===== src/rtl/pr_timer.sv =====
// Memory-mapped down-counting timer with CTRL/PRESET/COUNT registers and a maskable interrupt.
// Optional macro PR_TIMER_AUTORELOAD_EN enables Mode=1 auto-reload; otherwise every mode is one-shot.
module pr_timer (
  input  logic        clk,
  input  logic        reset,
  input  logic        sel,
  input  logic [1:0]  addr,
  input  logic        we,
  input  logic [31:0] wd,
  output logic [31:0] rd,
  output logic        irq
);

  typedef enum logic [1:0] {StIdle, StLoad, StCnt, StInt} state_e;

  state_e      state_q;
  logic [3:0]  ctrl_q;
  logic [31:0] preset_q;
  logic [31:0] count_q;
  logic        irq_pend_q;

  logic en;
  logic im;
  logic auto_reload;
  logic ctrl_wr;
  logic preset_wr;

  assign en        = ctrl_q[0];
  assign im        = ctrl_q[3];
  assign ctrl_wr   = sel & we & (addr == 2'd0);
  assign preset_wr = sel & we & (addr == 2'd1);

`ifdef PR_TIMER_AUTORELOAD_EN
  assign auto_reload = (ctrl_q[2:1] == 2'b01);
`else
  assign auto_reload = 1'b0;
`endif

  always_ff @(posedge clk) begin
    if (reset) begin
      state_q    <= StIdle;
      ctrl_q     <= 4'd0;
      preset_q   <= 32'd0;
      count_q    <= 32'd0;
      irq_pend_q <= 1'b0;
    end else begin
      if (preset_wr) begin
        preset_q <= wd;
      end

      case (state_q)
        StIdle: begin
          if (en) begin
            state_q <= StLoad;
          end
        end
        StLoad: begin
          count_q <= preset_q;
          state_q <= StCnt;
          // Ends the single-cycle pulse raised by the previous auto-reload expiry.
          if (auto_reload) begin
            irq_pend_q <= 1'b0;
          end
        end
        StCnt: begin
          if (!en) begin
            state_q <= StIdle;
          end else if (count_q > 32'd1) begin
            count_q <= count_q - 32'd1;
          end else begin
            count_q <= 32'd0;
            state_q <= StInt;
          end
        end
        StInt: begin
          irq_pend_q <= 1'b1;
          if (auto_reload && en) begin
            state_q <= StLoad;
          end else begin
            ctrl_q[0] <= 1'b0;
            state_q   <= StIdle;
          end
        end
      endcase

      // Software CTRL writes take priority over the FSM's En and irq_pend updates.
      if (ctrl_wr) begin
        ctrl_q     <= wd[3:0];
        irq_pend_q <= 1'b0;
      end
    end
  end

  always_comb begin
    rd = 32'd0;
    case (addr)
      2'd0:    rd = {28'd0, ctrl_q};
      2'd1:    rd = preset_q;
      2'd2:    rd = count_q;
      default: rd = 32'd0;
    endcase
  end

  assign irq = irq_pend_q & im;

endmodule


===== config.mk =====
export PLATFORM = sky130hd
export DESIGN_NAME = pr_timer
export DESIGN_NICKNAME = d
export VERILOG_FILES = /design/src/rtl/pr_timer.sv
export SDC_FILE = /design/constraint.sdc
export NUM_CORES = 1
export LEC_CHECK = 0
export ABC_AREA = 1
export CAP_MARGIN = 20
export CORE_MARGIN = 3
export CORE_UTILIZATION = 30
export DETAILED_ROUTE_END_ITERATION = 7
export GPL_TIMING_DRIVEN = 0
export PLACE_DENSITY = 0.57
export SLEW_MARGIN = 0
export SYNTH_ARGS = -nofsm -noshare
export SYNTH_HDL_FRONTEND = slang
export SYNTH_SLANG_ARGS = --single-unit

===== constraint.sdc =====
create_clock -name clk -period 2.1 [get_ports clk]
set_clock_uncertainty 0.1 [all_clocks]
set_input_delay 0.42 -clock clk [delete_from_list [all_inputs] [get_ports clk]]
set_output_delay 0.42 -clock clk [all_outputs]
set_load 0.02 [all_outputs]

After elaboration in Yosys (flattened, before gate mapping)
Cells that the tools add are included.

Add/subtract/negate cells: 1. $mul: 0. Div/mod/pow operators: 0. $lt $le $gt $ge: 1. Equal/unequal tests: 8. Shift-type cells: 0. Muxes and demuxes: 10. Bitwise operators: 4. Reduce and logical (&&, ||, !) cells: 7.

Operators by type and width (count): case mux 32 bit (3 select lines) (1); two-way mux 32 bit (2); case mux 32 bit (2 select lines) (1); greater-than comparator 32 x 1 -> 1 bit (second input constant) (1); subtractor 32 x 1 -> 32 bit (second input constant) (1); case mux 2 bit (4 select lines) (1); == test 2 bit (second input constant) (3); two-way mux 2 bit (3); bitwise AND 1 bit (4); == test 2 x 1 -> 1 bit (second input constant) (2); zero test 2 bit (2); inequality test 2 bit (second input constant) (2); AND reduction 2 bit (2); nonzero test 2 bit (2); inequality test 3 bit (second input constant) (1); two-way mux 1 bit (2); OR reduction 2 bit (1).

Register bits: 71. Latch bits: 0. Bits in writable memories: 0. Bits in read-only memories: 0. Input port bits: 38. Output and inout bits: 33. Logic and storage cells: 37. Memories kept: 0.

Longest topological paths before layout
Word-level depth: 4. Mapped depth: 10. Gate-level depth less buffers: 10.

Worst setup path before layout
No wires, ideal clock.

Kind: input to output. Start point: in addr[0]. End point: out rd[10]. Arrival: 1.281 ns. Required time: 1.580 ns. Path slack: 0.299 ns. Stages: 4. Buffers on the path: 1. Cell sequence: inv_1 > nand2_1 > clkbuf_1 > o21ai_0.

Word-level cells in the longest chain between the ends: 2. Elaborated cells between the ends (all ways): 4. Classes of those cells: eq/ne (2); mux (1); reduce/logical (1).

RTL lines: start, declared (line 7) `input logic [1:0] addr,`; == test 2 bit (tied with other cells) (line 96) `case (addr)`; case mux 32 bit (3 select lines) (*) (line 96); end, declared (line 10) `output logic [31:0] rd,`.

Mark *: on every way between the ends. The rest lies on a longest branch, timed or not.

Worst setup path after layout
Start point: reg count_q[0]. End point: reg count_q[16].

Word-level cells in the longest chain between the ends: 4. Elaborated cells between the ends (all ways): 5. Classes of those cells: add/sub (1); order compare (1); mux (3).

RTL lines: start, declared (line 19) `logic [31:0] count_q;`; start signal, assigned (line 58) `count_q <= preset_q;`; start signal, assigned (line 69) `count_q <= count_q - 32'd1;`; subtractor 32 x 1 -> 32 bit or greater-than comparator 32 x 1 -> 1 bit (tied branches) (line 69, 68); two-way mux 32 bit (*) (line 68) `end else if (count_q > 32'd1) begin`; two-way mux 32 bit (*) (line 66) `if (!en) begin`; case mux 32 bit (2 select lines) (*) (line 51) `case (state_q)`.

Mark *: on every way between the ends. The rest lies on a longest branch, timed or not. The select of a mux whose other input is x is not followed. A chain may end at the register's enable or synchronous reset.

==> metrics.cfg <==
[final_layout]
n_antenna_cell=0
nets=772
final_cell_area_um2=5246
drive_gt1_frac=0.1235
utilization=0.4074
final_cell_count_no_fill=909
syn_to_final_growth_pct=29.93

[floorplanning]
fp.dieH_um=122.0
core_um2=12880
die_area_um2=14890
die_w_um=122.0
initial_utilization=0.3136
rows=41
pin_count=71

[routing]
drt-total-wl_um=14250
routedWlPerCell_um=15.67
drc=0
viasPerCell=4.931
vias=4482
drt_pass1_iterations=5
ant_nets=0
first_iter_violations=303

[worst_setup_path]
critPathKind=reg -> reg
cp-end-kind=flop
cp_slowest_stage_delay_ps=350
critPathMaxFanout=10
crit_path_start_kind=flop
crit_slowest_cell=dfxtp_1
cp-startpoint=count_q[0]
rrSetupSlack_ps=150
required_ps=2280
path_cells=inv_1 -> ha_1 -> nand2_4 -> nor2_4 -> nand2_4 -> nand2_2 -> a21oi_4 -> buf_6 -> o21ai_1 -> a21oi_1
crit_top_cell=nand2_4
crit_end=count_q[16]
r2r-start=count_q[0]
cp.arrival_ps=2130
r2r-end=count_q[16]
reg2regPathDepth=10

[synthesis]
synthesis.nets=682
synth_top_family_by_area=simple AND/OR/NAND/NOR gates
ys_seq_area_frac=0.3520
yosys_warnings=0
synthSimpleGateAreaFrac=0.2916
yosys.area_share.adder=0.006198
synth_area_um2=4038
synth_mux_area_frac=0
synth_xor_area_frac=0.01952
synthTopCellsByArea=dfxtp_1, o21ai_0, nor2_1, nand2_1, a21oi_1
synth_top_area_cell=dfxtp_1
synth_top_area_share=0.3520
ys_types=26
ys_ff_latch=71
avgSynthCellArea_um2=6.289
synth_cells=642
synth_compound_area_frac=0.2402

[global_route]
grt_pass1_vias=4249
grt_pass1_wl_um=22150
grtUsageTotal=0.1945
antenna_found_initial=0
grt_max_degree=12
grt-ovfl-total=0

[clock_tree]
htreeDepth=3
cts.sinks=71
postCtsHoldBufs=0
cts_tree=built
insertion_delay_ps=350
clk_path_buf_depth=2
numCtsBuffers=9
cts_root_buffer=clkbuf_16
clkTransAtPathRegs_ps=60

[sta]
period_needed_ps=1952
finalSetupViolCount=0
final.period_utilization=0.9297
clock.fmax_mhz=512.2
hold_ws_ps=357.6
slew_viol_final=0
maxSlewHeadroom=0.6036
rsz0062_at_grt=no
setup_tns_ps=0
fin_ws_ps=147.5
hold_viol=0
tightestPinTransition_ps=594.5

[pwr]
leakage_nw=2.306
irDropWorstVdd_mv=0.3537
p_total_mw=3.435
power_density_nw_per_um2=654.8

[run_status]
status=finished clean

[placement]
dp.cells=884
dp_hpwl_um=10610
gp_congestion=0.8974
post-place-ws_ps=-1261
portBuffers=70
place_area_um2=4954

[hold_path]
hp-class=reg -> reg

[flow_run]
maxCapViolCount=0

==> logic make-up after synthesis <==
family / after synthesis
fa+ha+maj: 2
buf+inv: 90
xor+xnor: 9
simple gates: 284
flops: 71
compound gates: 186
==> worst max-delay path, delay by kind of cell, from the launching register on <==
kind                     cells  cell delay (ps)
flip-flops                   1              350
adder cells (fa/ha/maj)      1              270
AO/OA/AOI/OAI                3              440
buffers and inverters        2              320
AND/OR/NAND/NOR              4              390
==> layout by cell type (no fill, tap or decap), drive strengths merged <==
cell | Yosys | layout
a21boi | 1 | 1
a21oi | 72 | 72
buf | 7 | 44
clkbuf | 24 | 41
clkdlybuf4s50 | 0 | 36
clkinv | 0 | 4
dfxtp | 71 | 71
ha | 2 | 2
inv | 59 | 59
nand2 | 118 | 118
nand3 | 32 | 32
nand4 | 4 | 4
nor2 | 129 | 130
nor3 | 1 | 1
o211ai | 4 | 4
o21ai | 103 | 103
o22ai | 6 | 6
xor2 | 9 | 9
==> state kept, by name, summed over array words and instances (netlist names) <==
register    count
ctrl_q          4
preset_q       32
irq_pend_q      1
count_q        32
state_q         2
==> repair_timing <==
| item | in CTS | in global routing |
|---|---|---|
| endpoints found under the setup margin | 62 | 34 |
| cloned | 2 | 1 |
| pin swaps | 1 | 1 |
| gates resized for setup | 177 | 12 |
| buffers inserted | 5 | 1 |
==> worst min path at each step <==
stage,startpoint,endpoint,slack [ps],depth (start not counted)
after floorplan,state_q[1],state_q[0],330,1
after global placement,preset_q[31],preset_q[31],360,2
after detailed placement,state_q[1],state_q[0],350,1
after CTS,state_q[1],state_q[0],360,1
after global routing,state_q[1],state_q[0],380,1
final,state_q[1],state_q[0],360,1
==> cell type report <==
cell class / count / area [um^2]
buffer: 31 / 214.0
clock buffer: 12 / 256.5
clock inverter: 4 / 20.02
fill: 1425 / 7630
inverter: 59 / 224.0
multi-input combinational: 482 / 2262
sequential: 71 / 1421
tap: 172 / 215.2
timing repair buffer: 78 / 633.1
==> cells in the mapped netlist (all sizes together) <==
master	number
a21boi	1
a21oi	72
buf	7
clkbuf	24
dfxtp	71
ha	2
inv	59
nand2	118
nand3	32
nand4	4
nor2	129
nor3	1
o211ai	4
o21ai	103
o22ai	6
xor2	9
==> power breakdown <==
part / internal [mW] / switching (mW) / total (mW)
combinational: 0.219 / 0.347 / 0.566
clock: 0.855 / 0.603 / 1.46
sequential: 1.38 / 0.0292 / 1.41
total: 2.46 / 0.979 / 3.44
==> per-layer routing <==
layer  track usage  share of wire
met2        0.3235           0.47
met3       0.04828          0.054
met5             0              0
met4       0.04482          0.013
met1        0.2546           0.46
Power figures use the tool's default switching activity.
